[src/rtl/lsu_dmem_wait_if.sv]
// rtl/lsu_dmem_wait_if.sv - request/response bus between the pipeline and the load/store unit
//
// Signals:
//   req_valid/req_ready     request handshake (accepted when both are high at a rising edge)
//   req_we                  1 = store, 0 = load
//   req_funct3              RISC-V funct3 of the access
//   req_addr                byte address
//   req_wdata               store data, right-aligned
//   resp_valid              one-cycle response pulse
//   resp_rdata              extended load data (0 for stores and errors)
//   resp_err                misaligned or illegal access, qualified by resp_valid
// Modports: master = pipeline side, slave = load/store unit side.

interface lsu_dmem_wait_if #(
    parameter int ADDR_W = 9,
    parameter int DATA_W = 32
) ();
    logic              req_valid;
    logic              req_ready;
    logic              req_we;
    logic [2:0]        req_funct3;
    logic [ADDR_W-1:0] req_addr;
    logic [DATA_W-1:0] req_wdata;
    logic              resp_valid;
    logic [DATA_W-1:0] resp_rdata;
    logic              resp_err;

    modport master (
        output req_valid, req_we, req_funct3, req_addr, req_wdata,
        input  req_ready, resp_valid, resp_rdata, resp_err
    );

    modport slave (
        input  req_valid, req_we, req_funct3, req_addr, req_wdata,
        output req_ready, resp_valid, resp_rdata, resp_err
    );
endinterface

[src/rtl/lsu_dmem_wait.sv]
// rtl/lsu_dmem_wait.sv - load/store unit with byte-addressable data memory and fixed wait states
//
// Ports:
//   clk      rising-edge clock
//   reset    asynchronous active-low reset
//   bus      lsu_dmem_wait_if.slave request/response bus
//   stall    high while an accepted access has not yet responded
//   wr       trace: store committed this cycle
//   rd       trace: load completed this cycle
//   addr     trace: byte address of the completing access
//   wr_data  trace: merged memory word written by a store
//   rd_data  trace: extended load result

module lsu_dmem_wait #(
    parameter int DATA_W  = 32,
    parameter int ADDR_W  = 9,
    parameter int LATENCY = 2
) (
    input  logic              clk,
    input  logic              reset,
    lsu_dmem_wait_if.slave    bus,
    output logic              stall,
    output logic              wr,
    output logic              rd,
    output logic [ADDR_W-1:0] addr,
    output logic [DATA_W-1:0] wr_data,
    output logic [DATA_W-1:0] rd_data
);
    localparam logic [1:0] ST_IDLE = 2'd0;
    localparam logic [1:0] ST_WAIT = 2'd1;
    localparam logic [1:0] ST_RESP = 2'd2;

    localparam int WORDS = 2 ** (ADDR_W - 2);

    logic [1:0]        state;
    logic [2:0]        cnt;
    logic              cap_we;
    logic [2:0]        cap_f3;
    logic [ADDR_W-1:0] cap_addr;
    logic [DATA_W-1:0] cap_wdata;

    // Word-organised storage; byte lanes are selected by the low address bits.
    logic [DATA_W-1:0] mem [0:WORDS-1];

    logic              legal;
    logic              misaligned;
    logic              err;
    logic              in_resp;
    logic              ok_resp;
    logic [DATA_W-1:0] cur_word;
    logic [7:0]        ld_byte;
    logic [15:0]       ld_half;
    logic [DATA_W-1:0] ld_value;
    logic [DATA_W-1:0] new_word;

    always_ff @(posedge clk or negedge reset) begin
        if (!reset) begin
            state     <= ST_IDLE;
            cnt       <= 3'd0;
            cap_we    <= 1'b0;
            cap_f3    <= 3'd0;
            cap_addr  <= '0;
            cap_wdata <= '0;
        end else begin
            case (state)
                ST_IDLE: begin
                    if (bus.req_valid) begin
                        cap_we    <= bus.req_we;
                        cap_f3    <= bus.req_funct3;
                        cap_addr  <= bus.req_addr;
                        cap_wdata <= bus.req_wdata;
                        if (LATENCY == 1) begin
                            state <= ST_RESP;
                        end else begin
                            state <= ST_WAIT;
                            cnt   <= 3'(LATENCY - 1);
                        end
                    end
                end
                ST_WAIT: begin
                    if (cnt == 3'd1) begin
                        state <= ST_RESP;
                        cnt   <= 3'd0;
                    end else begin
                        cnt <= cnt - 3'd1;
                    end
                end
                ST_RESP: state <= ST_IDLE;
                default: state <= ST_IDLE;
            endcase
        end
    end

    // funct3[1:0] encodes the access size, funct3[2] selects zero-extension.
    always_comb begin
        legal = 1'b0;
        if (cap_we) begin
            legal = (cap_f3 == 3'b000) || (cap_f3 == 3'b001) || (cap_f3 == 3'b010);
        end else begin
            legal = (cap_f3 == 3'b000) || (cap_f3 == 3'b001) || (cap_f3 == 3'b010) ||
                    (cap_f3 == 3'b100) || (cap_f3 == 3'b101);
        end
        misaligned = ((cap_f3[1:0] == 2'b01) && cap_addr[0]) ||
                     ((cap_f3[1:0] == 2'b10) && (cap_addr[1:0] != 2'b00));
        err = !legal || misaligned;
    end

    assign in_resp  = (state == ST_RESP);
    assign ok_resp  = in_resp && !err;
    assign cur_word = mem[cap_addr[ADDR_W-1:2]];

    always_comb begin
        ld_byte  = cur_word[{cap_addr[1:0], 3'b000} +: 8];
        ld_half  = cap_addr[1] ? cur_word[31:16] : cur_word[15:0];
        ld_value = cur_word;
        case (cap_f3[1:0])
            2'b00:   ld_value = cap_f3[2] ? {24'd0, ld_byte} : {{24{ld_byte[7]}}, ld_byte};
            2'b01:   ld_value = cap_f3[2] ? {16'd0, ld_half} : {{16{ld_half[15]}}, ld_half};
            default: ld_value = cur_word;
        endcase
    end

    // Read-modify-write merge: only the addressed lanes take store data.
    always_comb begin
        new_word = cur_word;
        case (cap_f3[1:0])
            2'b00:   new_word[{cap_addr[1:0], 3'b000} +: 8] = cap_wdata[7:0];
            2'b01:   new_word[{cap_addr[1], 4'b0000} +: 16] = cap_wdata[15:0];
            default: new_word = cap_wdata;
        endcase
    end

    // State is reset asynchronously, so a reset during RESP suppresses this commit.
    always_ff @(posedge clk) begin
        if (ok_resp && cap_we) begin
            mem[cap_addr[ADDR_W-1:2]] <= new_word;
        end
    end

    assign bus.req_ready  = (state == ST_IDLE);
    assign bus.resp_valid = in_resp;
    assign bus.resp_err   = in_resp && err;
    assign bus.resp_rdata = (ok_resp && !cap_we) ? ld_value : '0;

    assign stall   = (state != ST_IDLE);
    assign wr      = ok_resp && cap_we;
    assign rd      = ok_resp && !cap_we;
    assign addr    = ok_resp ? cap_addr : '0;
    assign wr_data = (ok_resp && cap_we) ? new_word : '0;
    assign rd_data = (ok_resp && !cap_we) ? ld_value : '0;
endmodule

[src/flat_wrapper.sv]
// flat-port wrapper written by rule: the top's interface ports become plain ports
module lsu_dmem_wait_flat 
#(
    parameter int DATA_W  = 32,
    parameter int ADDR_W  = 9,
    parameter int LATENCY = 2
)
  (clk, reset, stall, wr, rd, addr, wr_data, rd_data, bus_req_valid, bus_req_we, bus_req_funct3, bus_req_addr, bus_req_wdata, bus_req_ready, bus_resp_valid, bus_resp_rdata, bus_resp_err);
  lsu_dmem_wait_if #(.ADDR_W(ADDR_W), .DATA_W(DATA_W)) bus_i ();
  input  logic clk;
  input  logic reset;
  output logic stall;
  output logic wr;
  output logic rd;
  output logic [ADDR_W-1:0] addr;
  output logic [DATA_W-1:0] wr_data;
  output logic [DATA_W-1:0] rd_data;
  input wire logic [$bits(bus_i.req_valid)-1:0] bus_req_valid;
  input wire logic [$bits(bus_i.req_we)-1:0] bus_req_we;
  input wire logic [$bits(bus_i.req_funct3)-1:0] bus_req_funct3;
  input wire logic [$bits(bus_i.req_addr)-1:0] bus_req_addr;
  input wire logic [$bits(bus_i.req_wdata)-1:0] bus_req_wdata;
  output wire logic [$bits(bus_i.req_ready)-1:0] bus_req_ready;
  output wire logic [$bits(bus_i.resp_valid)-1:0] bus_resp_valid;
  output wire logic [$bits(bus_i.resp_rdata)-1:0] bus_resp_rdata;
  output wire logic [$bits(bus_i.resp_err)-1:0] bus_resp_err;
  assign bus_i.req_valid = bus_req_valid;
  assign bus_i.req_we = bus_req_we;
  assign bus_i.req_funct3 = bus_req_funct3;
  assign bus_i.req_addr = bus_req_addr;
  assign bus_i.req_wdata = bus_req_wdata;
  assign bus_req_ready = bus_i.req_ready;
  assign bus_resp_valid = bus_i.resp_valid;
  assign bus_resp_rdata = bus_i.resp_rdata;
  assign bus_resp_err = bus_i.resp_err;
  lsu_dmem_wait #(.DATA_W(DATA_W), .ADDR_W(ADDR_W), .LATENCY(LATENCY)) u_core (.clk(clk), .reset(reset), .bus(bus_i), .stall(stall), .wr(wr), .rd(rd), .addr(addr), .wr_data(wr_data), .rd_data(rd_data));
endmodule
[config.mk]
export PLATFORM = sky130hd
export DESIGN_NAME = lsu_dmem_wait_flat
export DESIGN_NICKNAME = d
export VERILOG_FILES = /design/src/rtl/lsu_dmem_wait_if.sv /design/src/rtl/lsu_dmem_wait.sv /design/src/flat_wrapper.sv
export SDC_FILE = /design/constraint.sdc
export NUM_CORES = 2
export LEC_CHECK = 0
export ABC_AREA = 1
export BUFFER_PORTS_ARGS = -buffer_cell sky130_fd_sc_hd__buf_2
export CAP_MARGIN = 20
export CELL_PAD_IN_SITES_DETAIL_PLACEMENT = 1
export CELL_PAD_IN_SITES_GLOBAL_PLACEMENT = 1
export CORE_ASPECT_RATIO = 1.2
export CORE_UTILIZATION = 40
export DETAILED_ROUTE_END_ITERATION = 10
export PLACE_DENSITY_LB_ADDON = 0.1
export SYNTH_ARGS = -nofsm -noshare
export SYNTH_HDL_FRONTEND = slang
export SYNTH_SLANG_ARGS = --single-unit
[constraint.sdc]
create_clock -name clk -period 10.04 [get_ports clk]
set_input_delay 0.502 -clock clk [delete_from_list [all_inputs] [get_ports clk]]
set_output_delay 0.502 -clock clk [all_outputs]
set_load 0.005 [all_outputs]
# Word level (Yosys, flattened, before mapping)
# Memories as Yosys holds them, arrays and structs flattened.
# Index checks and enable logic that the tools add are counted.
[totals]
reg_bits = 50
ram_bits = 4096
n_memories = 1
[mem_list]
columns = ["name", "depth", "word_bits", "read_ports", "rd_clocked_by_memory_dff", "write_ports", "line", "rtl"]
rows = [
  ["u_core.mem", 128, 32, 1, 0, 1, "lsu_dmem_wait.sv:43", "logic [DATA_W-1:0] mem [0:WORDS-1];"],
]
[classes]
add_sub_neg = 3
n_eq_ne = 11
n_shift = 5
muxes = 19
reduce_logical = 24
[op_table]
columns = ["op", "n"]
rows = [
  ["$mux 32", 4],
  ["$pmux 32 s2", 2],
  ["$bwmux 32", 2],
  ["$shift 16x7->32 const A", 1],
  ["$shift 8x7->32 const A", 1],
  ["$shiftx 16x7->32", 1],
  ["$shiftx 32x6->8", 1],
  ["$shiftx 8x7->32", 1],
  ["$mux 16", 1],
  ["$neg 5->7", 2],
  ["$mux 9", 1],
  ["$eq 3x1->1 const B", 2],
  ["$eq 3x3->1 const B", 2],
  ["$logic_and 1x1->1", 6],
  ["$logic_or 1x1->1", 6],
  ["$mux 3", 2],
  ["$pmux 3 s2", 1],
  ["$reduce_and 2->1", 3],
  ["$reduce_bool 2->1", 3],
  ["$eq 2x1->1 const B", 2],
  ["$eq 2x2->1 const B", 2],
  ["$logic_not 2->1", 2],
  ["$mux 2", 2],
  ["$pmux 2 s2", 1],
  ["other kinds (7)", 11],
]

# Longest topological paths before layout
[depth]
depth_word = 13
ltp_mapped = 23
mapped_depth_nobuf = 19

# Least setup slack after synthesis
# OpenSTA, ideal clock, no wires.
[synth_timing]
path_kind = "register to register"
startpoint = "reg u_core.cap_addr[1]"
endpoint = "mem u_core.mem[100][0] (enable)"
t_arrival_ns = 4.335
t_required_ns = 9.619
setup_slack_ns = 5.284
stages_incl_launch_ff = 15
cell_sequence = "dfrtp_1 -> clkbuf_1 -> inv_1 -> clkbuf_1 -> buf_1 -> ha_1 -> clkinv_1 -> o31ai_1 -> o21ai_0 -> inv_1 -> nand2_1 -> nor2_1 -> nand2_1 -> clkbuf_1 -> nor2_1"
[synth_via]
elab_chain_cells = 9
[synth_lines]
columns = ["element", "line", "rtl"]
rows = [
  ["start: declaration", "lsu_dmem_wait.sv:39", "logic [ADDR_W-1:0] cap_addr;"],
  ["start signal: assignment", "lsu_dmem_wait.sv:70", "cap_addr <= bus.req_addr;"],
  ["$reduce_bool 2->1", "lsu_dmem_wait.sv:104", "((cap_f3[1:0] == 2'b10) && (cap_addr[1:0] != 2'b00));"],
  ["$logic_and 1x1->1", "lsu_dmem_wait.sv:104", ""],
  ["$logic_or 1x1->1", "lsu_dmem_wait.sv:103", "misaligned = ((cap_f3[1:0] == 2'b01) && cap_addr[0]) ||"],
  ["$logic_or 1x1->1", "lsu_dmem_wait.sv:105", "err = !legal || misaligned;"],
  ["$logic_not 1->1", "lsu_dmem_wait.sv:109", "assign ok_resp = in_resp && !err;"],
  ["$logic_and 1x1->1", "lsu_dmem_wait.sv:109", ""],
  ["$logic_and 1x1->1", "n/a", ""],
  ["named net wr", "flat_wrapper.sv:13", "output logic wr;"],
  ["$mux 1", "lsu_dmem_wait.sv:135", "if (ok_resp && cap_we) begin"],
  ["$mux 1 (not written as such)", "lsu_dmem_wait.sv:136", "mem[cap_addr[ADDR_W-1:2]] <= new_word;"],
  ["end: declaration", "lsu_dmem_wait.sv:43", ""],
]
# The timed path passes the listed nets, and every way through them passes these cells.

# Worst setup path in the final report
[layout_timing]
startpoint = "reg u_core.cap_addr[2]"
endpoint = "out wr_data[6]"
[layout_via]
elab_chain_cells = 4
[layout_lines]
columns = ["element", "line", "rtl"]
rows = [
  ["$mem_v2 128x32 (*)", "n/a", ""],
  ["$bwmux 32 (on tied branches)", "lsu_dmem_wait.sv:128, lsu_dmem_wait.sv:127", ""],
  ["$pmux 32 s2 (*)", "lsu_dmem_wait.sv:126", "case (cap_f3[1:0])"],
  ["$mux 32 (*)", "lsu_dmem_wait.sv:149", "assign wr_data = (ok_resp && cap_we) ? new_word : '0;"],
  ["end: declaration", "flat_wrapper.sv:16", "output logic [DATA_W-1:0] wr_data;"],
]
# Mark *: on every way between the ends. The rest lies on a longest branch, timed or not.

==> Flow_metrics.wiki <==
{| class="wikitable"
! Metric !! Value
|-
| Outcome || completed
|-
| Unrepaired setup endpoints after global routing || no
|-
| Met2 Wirelength || 313,000 um
|-
| CTS Buf Count || 424
|-
| Largest buffer count on any clock path || 4
|-
| Kind of critical path || register to output port
|-
| Top Metal Used || met5
|-
| Post-synthesis cell count || 11.9k
|-
| Cell Count, Final, Fillers Out || 18.0k
|-
| Cell at the root of the clock tree || sky130_fd_sc_hd__clkbuf_16
|-
| Synth warn || 0
|-
| Max frequency || 132 MHz
|-
| Die X-Extent || 579 um
|-
| Die outline area || 402,000 um2
|-
| Most common cell after layout, fill and taps aside || sky130_fd_sc_hd__edfxtp_1
|-
| Yosys cell types || 46
|-
| Most frequent CP cell || sky130_fd_sc_hd__nand2_1
|-
| Total Wirelength || 678,000 um
|-
| Worst-path cell chain || inv_6 > nor2_4 > buf_4 > buf_4 > nand2_1 > nand3_1 > o21ai_0 > nand3_1 > nand2_1 > nand3_1 > o21ai_0 > nand2_1 > nand2_1 > a21oi_1 > buf_2
|-
| Synthesized netlist net count || 12.0k
|-
| Met1 Routed Length || 262,000 um
|-
| Global route total overflow || 0
|-
| Core Box Area || 397,000 um2
|-
| Setup clock skew after layout || 0.0775 ns
|-
| Post-CTS clock slew at the launch and capture registers of the worst setup and hold paths || 0.08 ns
|-
| Number of synthesized register bits || 4,146
|-
| Setup TNS after final layout || 0 ns
|-
| Violation count after the first detailed-routing iteration || 14.3k
|-
| Most frequent cells in the layout || 4,096 x sky130_fd_sc_hd__edfxtp_1, 3,576 x sky130_fd_sc_hd__nand2_1, 546 x sky130_fd_sc_hd__inv_1
|-
| Crit path capture type || output port
|-
| Drt via density || 5.98
|-
| Count of nets left with antenna violations after detail routing || 0
|-
| Site row count || 253
|-
| Maximum single-stage delay on the critical path || 0.96 ns
|-
| Final weighted congestion in routability-driven placement || 0.914
|-
| # setup viols final || 0
|-
| Startpoint class of the critical path || register
|-
| First drt pass iteration count || 5
|-
| Leading register cell type out of synthesis || sky130_fd_sc_hd__edfxtp_1
|-
| Leakage dissipation || 63.8 nW
|-
| Worst-margin pin slew || 1.24 ns
|-
| Final critical-path share of the clock period || 75.5%
|-
| Number of sinks handled by clock tree synthesis || 4,146
|-
| Final critical delay including setup and external delays || 7.58 ns
|-
| Synthesized area per cell || 13.4 um2
|-
| Initial antenna violation count || 52
|-
| Slew HR || 16.6%
|-
| Share of the yosys chip area belonging to registers || 77.7%
|-
| Async set or reset register ratio after synthesis || 1.21%
|-
| Post-CTS Resized || 0
|-
| Minimum setup slack after placement || 3.01 ns
|-
| Number of inserted filler cells in the final layout || 39.8k
|-
| Peak VDD IR || 352 uV
|-
| Post-Place Cells || 17.1k
|-
| Num ports || 159
|-
| CTS HTree Levels || 5
|-
| Synth-to-layout area growth || 14.8%
|-
| Slowest stage cell, crit path || sky130_fd_sc_hd__dfrtp_4
|-
| Worst-skew pair later-pin latency || 1.05 ns
|-
| Number of enable-type register cells in the synthesized netlist || 4,096
|-
| Routed wirelength normalized by instance count || 37.7 um
|-
| Number of max-capacitance violations reported || 0
|-
| Post-layout worst setup margin || 2.46 ns
|-
| Vert. Die Dim || 695 um
|-
| Critical Path AT || 7.08 ns
|-
| Number of buffers inserted by post-CTS setup repair || 0
|-
| Total power divided by cell area || 358 nW/um2
|-
| Count of final max-slew check failures || 0
|-
| First-pass GRT wire length || 910,000 um
|-
| Worst endpoint required time || 9.54 ns
|-
| Ratio of cells with drive above 1 in the final layout || 11.7%
|-
| Layout net count || 12.4k
|-
| Final core occ || 46.3%
|-
| Min-Delay Path Class || primary input to asynchronous set/reset pin
|-
| Internal reg-to-reg setup slack || 2.72 ns
|-
| Total standard cell area after synthesis || 160,000 um2
|-
| Largest net degree at the start of global routing || 113
|-
| DP Wirelength || 401,000 um
|-
| Total number of vias || 107k
|-
| DRC viols || 0
|-
| Routed wl met3 || 59,300 um
|-
| Vias in the first global route || 106k
|-
| Total count of hold-check failures in the final report || 0
|-
| IO buf count || 158
|-
| Top fanout value on the critical path || 43
|-
| GRT Util Overall || 33.3%
|-
| Clock tree from TritonCTS || done
|-
| Effective utilization at floorplan || 40.3%
|}
-- what timing repair did --
| item | 4_1_cts | 5_1_grt |
|---|---|---|
| endpoints found under the setup margin | 0 | 0 |
| hold buffers | 46 | 0 |
| hold endpoints to repair | 95 | 0 |
-- synthesized netlist by cell type, types with 25 or more instances --
master	number	area share, %
sky130_fd_sc_hd__o2111ai_1	49	0.27
sky130_fd_sc_hd__nand2_1	3620	8.5
sky130_fd_sc_hd__o21ai_1	45	0.14
sky130_fd_sc_hd__buf_2	344	1.1
sky130_fd_sc_hd__a22oi_1	462	2.2
sky130_fd_sc_hd__a21oi_1	150	0.47
sky130_fd_sc_hd__dfrtp_1	50	0.78
sky130_fd_sc_hd__buf_1	31	0.073
sky130_fd_sc_hd__o21ai_0	366	1.1
sky130_fd_sc_hd__nor2_1	689	1.6
sky130_fd_sc_hd__a211oi_1	25	0.12
sky130_fd_sc_hd__o211ai_1	34	0.16
sky130_fd_sc_hd__buf_4	85	0.40
sky130_fd_sc_hd__a22o_1	89	0.49
sky130_fd_sc_hd__edfxtp_1	4096	77
sky130_fd_sc_hd__nand4_1	463	1.8
sky130_fd_sc_hd__inv_1	549	1.3
sky130_fd_sc_hd__clkbuf_1	139	0.33
sky130_fd_sc_hd__nand3_1	441	1.4
sky130_fd_sc_hd__or2_2	77	0.30
-- routing by layer --
metal  GRT usage, %  vias up
met5              0        -
met4           18.2       18
met3           5.45     1200
met2           52.9     5616
met1           43.6    56900
li1               -    43700
-- cell type report --
cell class                 instances  area (um2)  area share (%)
timing repair buffer             633        5260            2.86
sequential                      4146      124000            67.7
inverter                         564        2130            1.16
antenna                           13        32.5          0.0177
clock inverter                   271        2480            1.35
clock buffer                     510       11100            6.02
tap                             5227        6540            3.56
multi-input combinational       6606       31800            17.3
-- final timing paths --
check | startpoint | endpoint | cells past startpoint
hold reg to reg | u_core.cap_wdata[22] | u_core.cap_wdata[22] | 2
min in group clk | bus_req_wdata[29] | u_core.cap_wdata[29] | 4
hold / removal | reset | u_core.cap_wdata[3] | 3
setup reg to reg | u_core.cap_addr[2] | u_core.mem[7][17] | 16
setup / recovery | u_core.cap_addr[2] | wr_data[6] | 15
max in group asynchronous | reset | u_core.cap_addr[2] | 3
-- logic make-up (layout without fill, tap and decap cells) --
family / count (synthesis) / in the layout / share of synthesized area, %
fa+ha+maj: 7 / 7 / 0.0548
buf+inv: 1166 / 1978 / 3.22
simple gates: 5334 / 5334 / 13.8
compound gates: 1265 / 1265 / 5.19
flops: 4146 / 4146 / 77.7
other cells: 0 / 13 / 0
-- registers in the layout, indices dropped and copies added (netlist names) --
name	count
u_core.state	2
u_core.mem	4096
u_core.cap_f3	3
u_core.cap_addr	9
u_core.cap_wdata	32
u_core.cnt	3
u_core.cap_we	1
-- through the flow --
step	hold WS (ns)	total power, mW	cell area [um2]
CTS	0.135	65.3	183000
floorplan	0.206	37.0	160000
global placement	0.472	49.1	169000
finish	0.174	65.7	184000
global route	0.226	67.0	184000
detailed placement	0.470	49.7	169000
-- critical path: cells and delay by family, from the launching register on --
kind	cells	cell delay [ns]
AND/OR/NAND/NOR	8	2.65
buffers and inverters	4	1.63
flip-flops	1	0.96
AO/OA/AOI/OAI	3	0.75
-- report_power, final --
part	internal (mW)	total [mW]	leakage, nW	switching, mW
clock network	8.81	15.8	6.61	6.98
logic	3.88	23.8	19.3	20.0
registers	25.9	26.0	37.9	0.170
No activity file was read; power rests on OpenSTA's default activity.
